### src/rtl/mem_lsu.sv
// mem_lsu: MEM-stage load/store unit running a req/ack data-memory transaction with alignment, extension and timeout
module mem_lsu #(
  parameter int TIMEOUT = 16
) (
  input  logic        clk,
  input  logic        clrn,
  input  logic        ld,
  input  logic        st,
  input  logic [1:0]  size,
  input  logic        uext,
  input  logic [31:0] addr,
  input  logic [31:0] sdata,
  output logic        mem_req,
  output logic        mem_we,
  output logic [31:0] mem_addr,
  output logic [3:0]  mem_be,
  output logic [31:0] mem_wdata,
  input  logic        mem_ack,
  input  logic [31:0] mem_rdata,
  output logic [31:0] dmem_out,
  output logic        done,
  output logic        stall,
  output logic        misalign,
  output logic        bus_err
);
  localparam int CW = $clog2(TIMEOUT);
  typedef enum logic {IDLE, BUSY} state_t;
  state_t state;
  logic [CW-1:0] cnt;
  logic [1:0] sz_q, a_q;
  logic uext_q, issue, aligned;
  logic [3:0] be_c;
  logic [31:0] wdata_c, ld_val;
  logic [7:0] byte_v;
  logic [15:0] half_v;
  assign issue = ld | st;
  assign aligned = size[1] ? (addr[1:0] == 2'b00) : size[0] ? !addr[0] : 1'b1;
  assign stall = (state == BUSY) | (issue & aligned);
  assign byte_v = mem_rdata[{a_q, 3'b000} +: 8];
  assign half_v = a_q[1] ? mem_rdata[31:16] : mem_rdata[15:0];
  // store lane placement and load alignment/extension
  always_comb begin
    be_c = size[1] ? 4'b1111 : size[0] ? (addr[1] ? 4'b1100 : 4'b0011) : 4'b0001 << addr[1:0];
    wdata_c = size[1] ? sdata : size[0] ? {2{sdata[15:0]}} : {4{sdata[7:0]}};
    ld_val = sz_q[1] ? mem_rdata
           : sz_q[0] ? {{16{!uext_q & half_v[15]}}, half_v}
           : {{24{!uext_q & byte_v[7]}}, byte_v};
  end
  // IDLE/BUSY transaction FSM with registered bus and status outputs
  always_ff @(posedge clk) begin
    if (!clrn) begin
      state <= IDLE;
      cnt <= '0;
      mem_req <= 1'b0;
      mem_we <= 1'b0;
      mem_addr <= '0;
      mem_be <= '0;
      mem_wdata <= '0;
      sz_q <= '0;
      a_q <= '0;
      uext_q <= 1'b0;
      dmem_out <= '0;
      done <= 1'b0;
      misalign <= 1'b0;
      bus_err <= 1'b0;
    end else begin
      done <= 1'b0;
      misalign <= 1'b0;
      bus_err <= 1'b0;
      if (state == IDLE) begin
        if (issue && aligned) begin
          state <= BUSY;
          cnt <= '0;
          mem_req <= 1'b1;
          mem_we <= !ld;
          mem_addr <= {addr[31:2], 2'b00};
          mem_be <= be_c;
          mem_wdata <= wdata_c;
          sz_q <= size;
          a_q <= addr[1:0];
          uext_q <= uext;
        end else if (issue) begin
          misalign <= 1'b1;
        end
      end else if (mem_ack) begin
        state <= IDLE;
        mem_req <= 1'b0;
        done <= 1'b1;
        if (!mem_we) dmem_out <= ld_val;
      end else if (cnt == CW'(TIMEOUT - 1)) begin
        state <= IDLE;
        mem_req <= 1'b0;
        bus_err <= 1'b1;
        dmem_out <= '0;
      end else begin
        cnt <= cnt + 1'b1;
      end
    end
  end
endmodule

### config.mk
export PLATFORM = sky130hd
export DESIGN_NAME = mem_lsu
export DESIGN_NICKNAME = d
export VERILOG_FILES = /design/src/rtl/mem_lsu.sv
export SDC_FILE = /design/constraint.sdc
export NUM_CORES = 1
export LEC_CHECK = 0
export ABC_CLOCK_PERIOD_IN_PS = 1920
export BUFFER_PORTS_ARGS = -buffer_cell sky130_fd_sc_hd__buf_2
export CORE_AREA = 2 2 136 138
export DETAILED_ROUTE_END_ITERATION = 16
export DIE_AREA = 0 0 138 140
export PLACE_DENSITY = 0.47
export SKIP_LAST_GASP = 1
export SLEW_MARGIN = 20
export SYNTH_ARGS = -nofsm -noshare
export SYNTH_HDL_FRONTEND = slang
export SYNTH_SLANG_ARGS = --single-unit
export TNS_END_PERCENT = 30
### constraint.sdc
create_clock -name clk -period 1.92 [get_ports clk]
set_input_delay 0.384 -clock clk [delete_from_list [all_inputs] [get_ports clk]]
set_output_delay 0.384 -clock clk [all_outputs]
set_load 0.03 [all_outputs]
==> results of run 1 <==
## worst reg2reg max path, delay by kind of cell (launching register included)
family | cells | cell delay, ns
AOI/OAI and AO/OA | 2 | 0.50
adders and majority gates | 1 | 0.23
and+or+nand+nor | 1 | 0.26
buffers and inverters | 1 | 0.18
DFF | 1 | 0.36
## power by group through the flow
stage	clock (mW)	combinational, mW	sequential [mW]
floorplan	0	0.457	2.92
global placement	0	1.17	2.64
detailed placement	0	1.18	2.65
CTS	2.98	1.18	2.60
global route	3.07	1.27	2.62
finish	2.90	1.17	2.60
## through the flow
step	setup slack (ns)	instances	util [%]	total power, mW
after floorplan	0.3041	565	-	3.377
after detailed placement	0.1414	975	34.14	3.829
final	0.2150	1007	37.20	6.673
after global placement	0.2183	975	34.14	3.812
after global routing	0.1421	1005	37.17	6.963
after CTS	0.2304	1005	37.17	6.761
## cells in the mapped netlist (all sizes together) (2+ instances only)
master	n
o21a	5
a31oi	22
nand2	151
nand2b	6
a22oi	6
buf	24
and2	4
nor2b	8
clkbuf	21
nor3b	2
nor2	27
a311oi	5
and3	4
o21ai	34
or3	7
a211oi	10
and3b	2
mux2i	11
and4b	2
a211o	2
a21oi	52
mux2	12
a221o	17
inv	4
nor3	2
dfxtp	113
## worst min path at each step
stage | startpoint | to | slack, ns | cells past startpoint
floorplan | cnt[0] | cnt[0] | 0.45 | 1
global placement | dmem_out[0] | dmem_out[0] | 0.44 | 2
detailed placement | mem_addr[2] | mem_addr[2] | 0.44 | 2
CTS | addr[2] | mem_addr[2] | 0.19 | 3
global route | addr[29] | mem_addr[29] | 0.21 | 3
finish | addr[2] | mem_addr[2] | 0.21 | 3
## flip-flops by register name (all words and copies together), names as in the netlist
name       count
state          1
misalign       1
sz_q           2
dmem_out      32
uext_q         1
mem_we         1
bus_err        1
mem_be         4
cnt            4
mem_wdata     32
mem_req        1
done           1
mem_addr      30
a_q            2
## kinds of logic after synthesis
| group | Yosys count | share of synthesized area [%] |
|---|---|---|
| AO/OA/AOI/OAI | 158 | 21.50 |
| adder cells (fa/ha/maj) | 1 | 0.2644 |
| buffers and inverters | 49 | 4.893 |
| flip-flops | 113 | 47.82 |
| multiplexers | 23 | 5.184 |
| other | 1 | 0.07927 |
| AND/OR/NAND/NOR | 219 | 20.26 |
## placed cells by master (no fill, tap or decap), types with 3 or more instances in the layout
master,n
o21a_1,4
or3_1,7
buf_4,14
a221o_1,7
mux2i_1,11
nor2b_1,8
nand2_1,151
mux2_2,12
clkbuf_8,3
o21ai_0,33
a21oi_1,52
buf_12,5
inv_1,3
a22oi_1,6
nand2b_1,6
and3_1,4
a311oi_1,5
and2_1,3
dfxtp_1,113
clkinv_2,4
clkbuf_16,17
a31oi_1,22
nor2_1,26
a211oi_1,10
clkbuf_1,4
buf_2,207
a221o_2,10
## layout make-up
class | instances | area share [%]
antenna | 2 | 0.07567
clock buffer | 24 | 7.283
clock inverter | 6 | 0.8702
inverter | 4 | 0.2270
multi-input combinational | 403 | 34.24
sequential | 113 | 34.20
tap | 229 | 4.332
timing repair buffer | 226 | 18.77
## per-layer routing
layer  GRT usage, %  vias to the layer above  routed length [um]  part of all wire (%)
li1               -                     2370                   -                     -
met1          18.17                     2234                6539                    43
met2          25.61                      193                7128                    47
met3          6.427                       15                1395                   9.2
met4          5.263                        0                 169                   1.1
met5              0                        -                   0                     0
==> flow_metrics.tcl, run 1 <==
set metrics [dict create \
    drt_pass1_iterations 5 \
    final_cell_area_mm2 0.006614 \
    setup_violations 0 \
    cts_buffers 17 \
    reg2reg_slack_ns 0.27 \
    via_count 4812 \
    max_stage_delay_ns 0.37 \
    finalMaxSlewViolations 0 \
    die_w_um 138 \
    yosys_most_used_dff "dfxtp_1" \
    drive_gt1_share_pct 36.21 \
    synth_edf_count 0 \
    relSlewSlack_pct 66.69 \
    tns_ns 0 \
    power.net_switching_mw 1.904 \
    port_buffers 207 \
    crit_top_cell "buf_2" \
    r2r_cells 5 \
    synth_top_area_share_pct 47.82 \
    reg2reg_to "dmem_out[29]" \
    critical_path_depth 5 \
    cts_tree "yes" \
    drc_errors 0 \
    grt_max_degree 77 \
    max_freq_mhz 586.5 \
    drt_iter0_markers 187 \
    report.final.hold_viol_count 0 \
    ys_warn_count 0 \
    holdBufCountCts 0 \
    multi_input_comb_area_mm2 0.002265 \
    pwr_density_cell_mw_per_mm2 1009 \
    netlist.top_cell.by_area "dfxtp_1" \
    path_cells "buf_2 > a21oi_1 > o22ai_1 > nand2b_1 > buf_2" \
    start_util_pct 26.61 \
    yosys-top-cells-area "dfxtp_1, nand2_1, a21oi_1, o21ai_0, a31oi_1" \
    postSynthAreaPerCell_um2 8.388 \
    hold_class "in2reg" \
    fp.dieH_um 140 \
    place_hpwl_mm 11.19 \
    clk_latency_ns 0.41 \
    seq_area_frac_synth_pct 47.82 \
    layout_min_cycle_time_ns 1.705 \
    rsz0062_at_grt "no" \
    cts_resized 0 \
    cts_root_buffer "clkbuf_16" \
    status "complete, no violations" \
    ios 210 \
    htree_levels 4 \
    gp_congestion 0.8056 \
    rows 49 \
    fp.coreArea_mm2 0.01778 \
    leakage_nw 2.963 \
    path_delay_family "compound AO/OA/AOI/OAI gates" \
    criticalPathCategory "in2out" \
    ant_nets 0 \
    fill_cells 1893 \
    grt_pass1_vias 4724 \
    die_area_mm2 0.01932 \
    clockBufferDepth 2 \
    syn2layout_area_growth_pct 39.80 \
    cp-end-kind "primary output" \
    cts_setup_buffers 0 \
    synthCells 564 \
    p_int_mw 4.769 \
    hold_slack_ns 0.2087 \
    nets 870 \
    start_kind "input port" \
    worstSetupEndpoint "stall" \
    clk_pin_slew_worst_paths_ns 0.05 \
    swShare_pct 28.53 \
    wire_per_inst_um 15.13 \
    wl_mm 15.23 \
    crit_fanout 6 \
    clkSinkCount 113 \
    combinationalPowerShare_pct 17.5 \
    grt.overflow.total 0 \
    ir_drop_mv 0.6436 \
    seq_area_mm2 0.002262 \
    viasPerCell 4.779 \
    fin_crit_sh_pct 88.80 \
    finalClockSkew_ns 0.008213 \
    syn-cell-area_mm2 0.004731 \
    max_cap_viol_count 0 \
    critPathSlowestCell "a21oi_1" \
    grt_pass1_wl_mm 24.14 \
    crit_buf_inv 2 \
    async_flop_share_pct 0 \
    synth_cell_types 45 \
    track_usage_pct 15.47 \
    p_clk_share_pct 43.5 \
    seqPwrFrac_pct 39.0 \
    tightest_slew_ns 0.4990 \
    startpoint "addr[0]" \
    ys_ff_latch 113 \
    arrival_ns 1.32 \
    worst-endpoint-required_ns 1.54 \
    placed_area_mm2 0.006070 \
    reg2reg_from "cnt[0]" \
    antenna_found_initial 2 \
]
Note: power is estimated with default switching activity, not from simulation.
==> inputs of run 2 (changes only) <==
- CORE_AREA: 2 2 136 138 -> 2 2 104 106
- DIE_AREA: 0 0 138 140 -> 0 0 106 108
- PLACE_DENSITY: 0.47 -> 0.75
==> run 2 against run 1 <==
  * Sequential power about the same
  * First-iteration DRC count increased by 8.0%
  * Core utilization increased by 26 points
  * Combinational power about the same
  * Maximum frequency decreased by 1.6%
  * Register-to-register slack about the same
  * Clock power decreased by 3%
  * Sequential share of layout area increased by 0.52 points
  * Power decreased by 1.3%
  * Cell area decreased by 1.5%
==> flow_metrics.tcl, run 2 (synthesized netlist as in run 1, its figures left out) <==
set metrics [dict create \
    place_hpwl_mm 10.02 \
    criticalPathCategory "reg2out" \
    hold_class "in2reg" \
    cts_root_buffer "clkbuf_8" \
    dp_cells 884 \
    die_area_mm2 0.01145 \
    grt_pass1_vias 4592 \
    leakage_nw 2.977 \
    max_cap_viol_count 0 \
    port_buffers 207 \
    layout_min_cycle_time_ns 1.732 \
    htree_levels 4 \
    diodes 0 \
    tns_ns 0 \
    grt_pass1_wl_mm 21.73 \
    drt_iter0_markers 202 \
    ios 210 \
    nets 872 \
    finalMaxSlewViolations 0 \
    final_common_cell "buf_2" \
    clockBufferDepth 2 \
    track_usage_pct 23.81 \
    pwr_density_cell_mw_per_mm2 1011 \
    wire_per_inst_um 15.00 \
    cts_buffers 17 \
    cts_setup_buffers 0 \
    total_power_mw 6.584 \
    fp.dieH_um 108 \
    drive_gt1_share_pct 36.55 \
    cts_resized 0 \
    reg.largest.list "dmem_out x32, mem_wdata x32, mem_addr x30" \
    grt.overflow.total 0 \
    cts_tree "yes" \
    clkSinkCount 113 \
    via_count 4813 \
    fin_crit_sh_pct 90.21 \
    viasPerCell 5.272 \
    finalClockSkew_ns 0.005618 \
    report.final.hold_viol_count 0 \
    clk_pin_slew_worst_paths_ns 0.05 \
    max_freq_mhz 577.3 \
    status "complete, no violations" \
    worst-endpoint-required_ns 1.54 \
    final_cell_mix "buf_2, nand2_1, dfxtp_1, a21oi_1, o21ai_0" \
    grt_max_degree 77 \
    fin_cells 913 \
    crit_fanout 10 \
    gp_congestion 0.8746 \
    arrival_ns 1.35 \
    clk_latency_ns 0.50 \
    syn2layout_area_growth_pct 37.71 \
    fp.coreArea_mm2 0.01023 \
    drt_pass1_iterations 4 \
    antenna_found_initial 0 \
    cp-end-kind "primary output" \
    start_kind "flop" \
    start_util_pct 46.24 \
    rsz0062_at_grt "no" \
    holdBufCountCts 0 \
    drc_errors 0 \
    rows 37 \
    setup_violations 0 \
    wl_mm 13.70 \
    die_w_um 106 \
    fill_cells 877 \
    ant_nets 0 \
    ir_drop_mv 0.5575 \
]
==> run 2: path summary, 6_finish.rpt <==
kind / depth (start not counted) / endpoint / start / slack (ns)
max reg2reg: 6 / dmem_out[9] / cnt[0] / 0.26
min: 3 / mem_addr[19] / addr[19] / 0.12
min reg2reg: 2 / mem_addr[22] / mem_addr[22] / 0.45
max: 2 / stall / state / 0.19
==> run 2: cell type report <==
cell class,count,area (um2),area share (%)
Timing Repair Buffer,228,1269,19.47
Tap cell,136,170.2,2.612
Inverter,4,15.01,0.2305
Clock buffer,23,476.7,7.317
Multi-Input combinational cell,403,2265,34.76
Sequential cell,113,2262,34.72
Clock inverter,6,57.56,0.8834
==> run 2: metrics by stage <==
step	util [%]	area, um2	hold WS [ns]	setup WS, ns
finish	63.68	6515	0.1161	0.1879
global route	63.68	6515	0.1000	0.1185
CTS	63.68	6515	0.09121	0.1807
detailed placement	58.46	5981	0.4414	0.2209
global placement	58.46	5981	0.4307	0.3089
floorplan	-	4735	0.4491	0.3041
==> run 2: critical path, stage by stage, from the launching register on <==
cell and delay, ns:
dfxtp_1 0.47, nand2b_1 0.17, buf_2 0.21
==> run 2: where the power goes <==
part / leakage, nW / switching (mW) / internal [mW] / total (mW)
clock network: 0.265 / 0.992 / 1.82 / 2.81
logic: 1.79 / 0.755 / 0.416 / 1.17
registers: 0.924 / 0.0965 / 2.51 / 2.60
==> run 2: metal layers <==
metal	vias up	part of all wire [%]	track usage, %
met3	24	8.7	8.499
met2	196	47	39.54
met1	2218	42	28.28
met5	-	0	0
li1	2375	-	-
met4	0	1.8	9.492
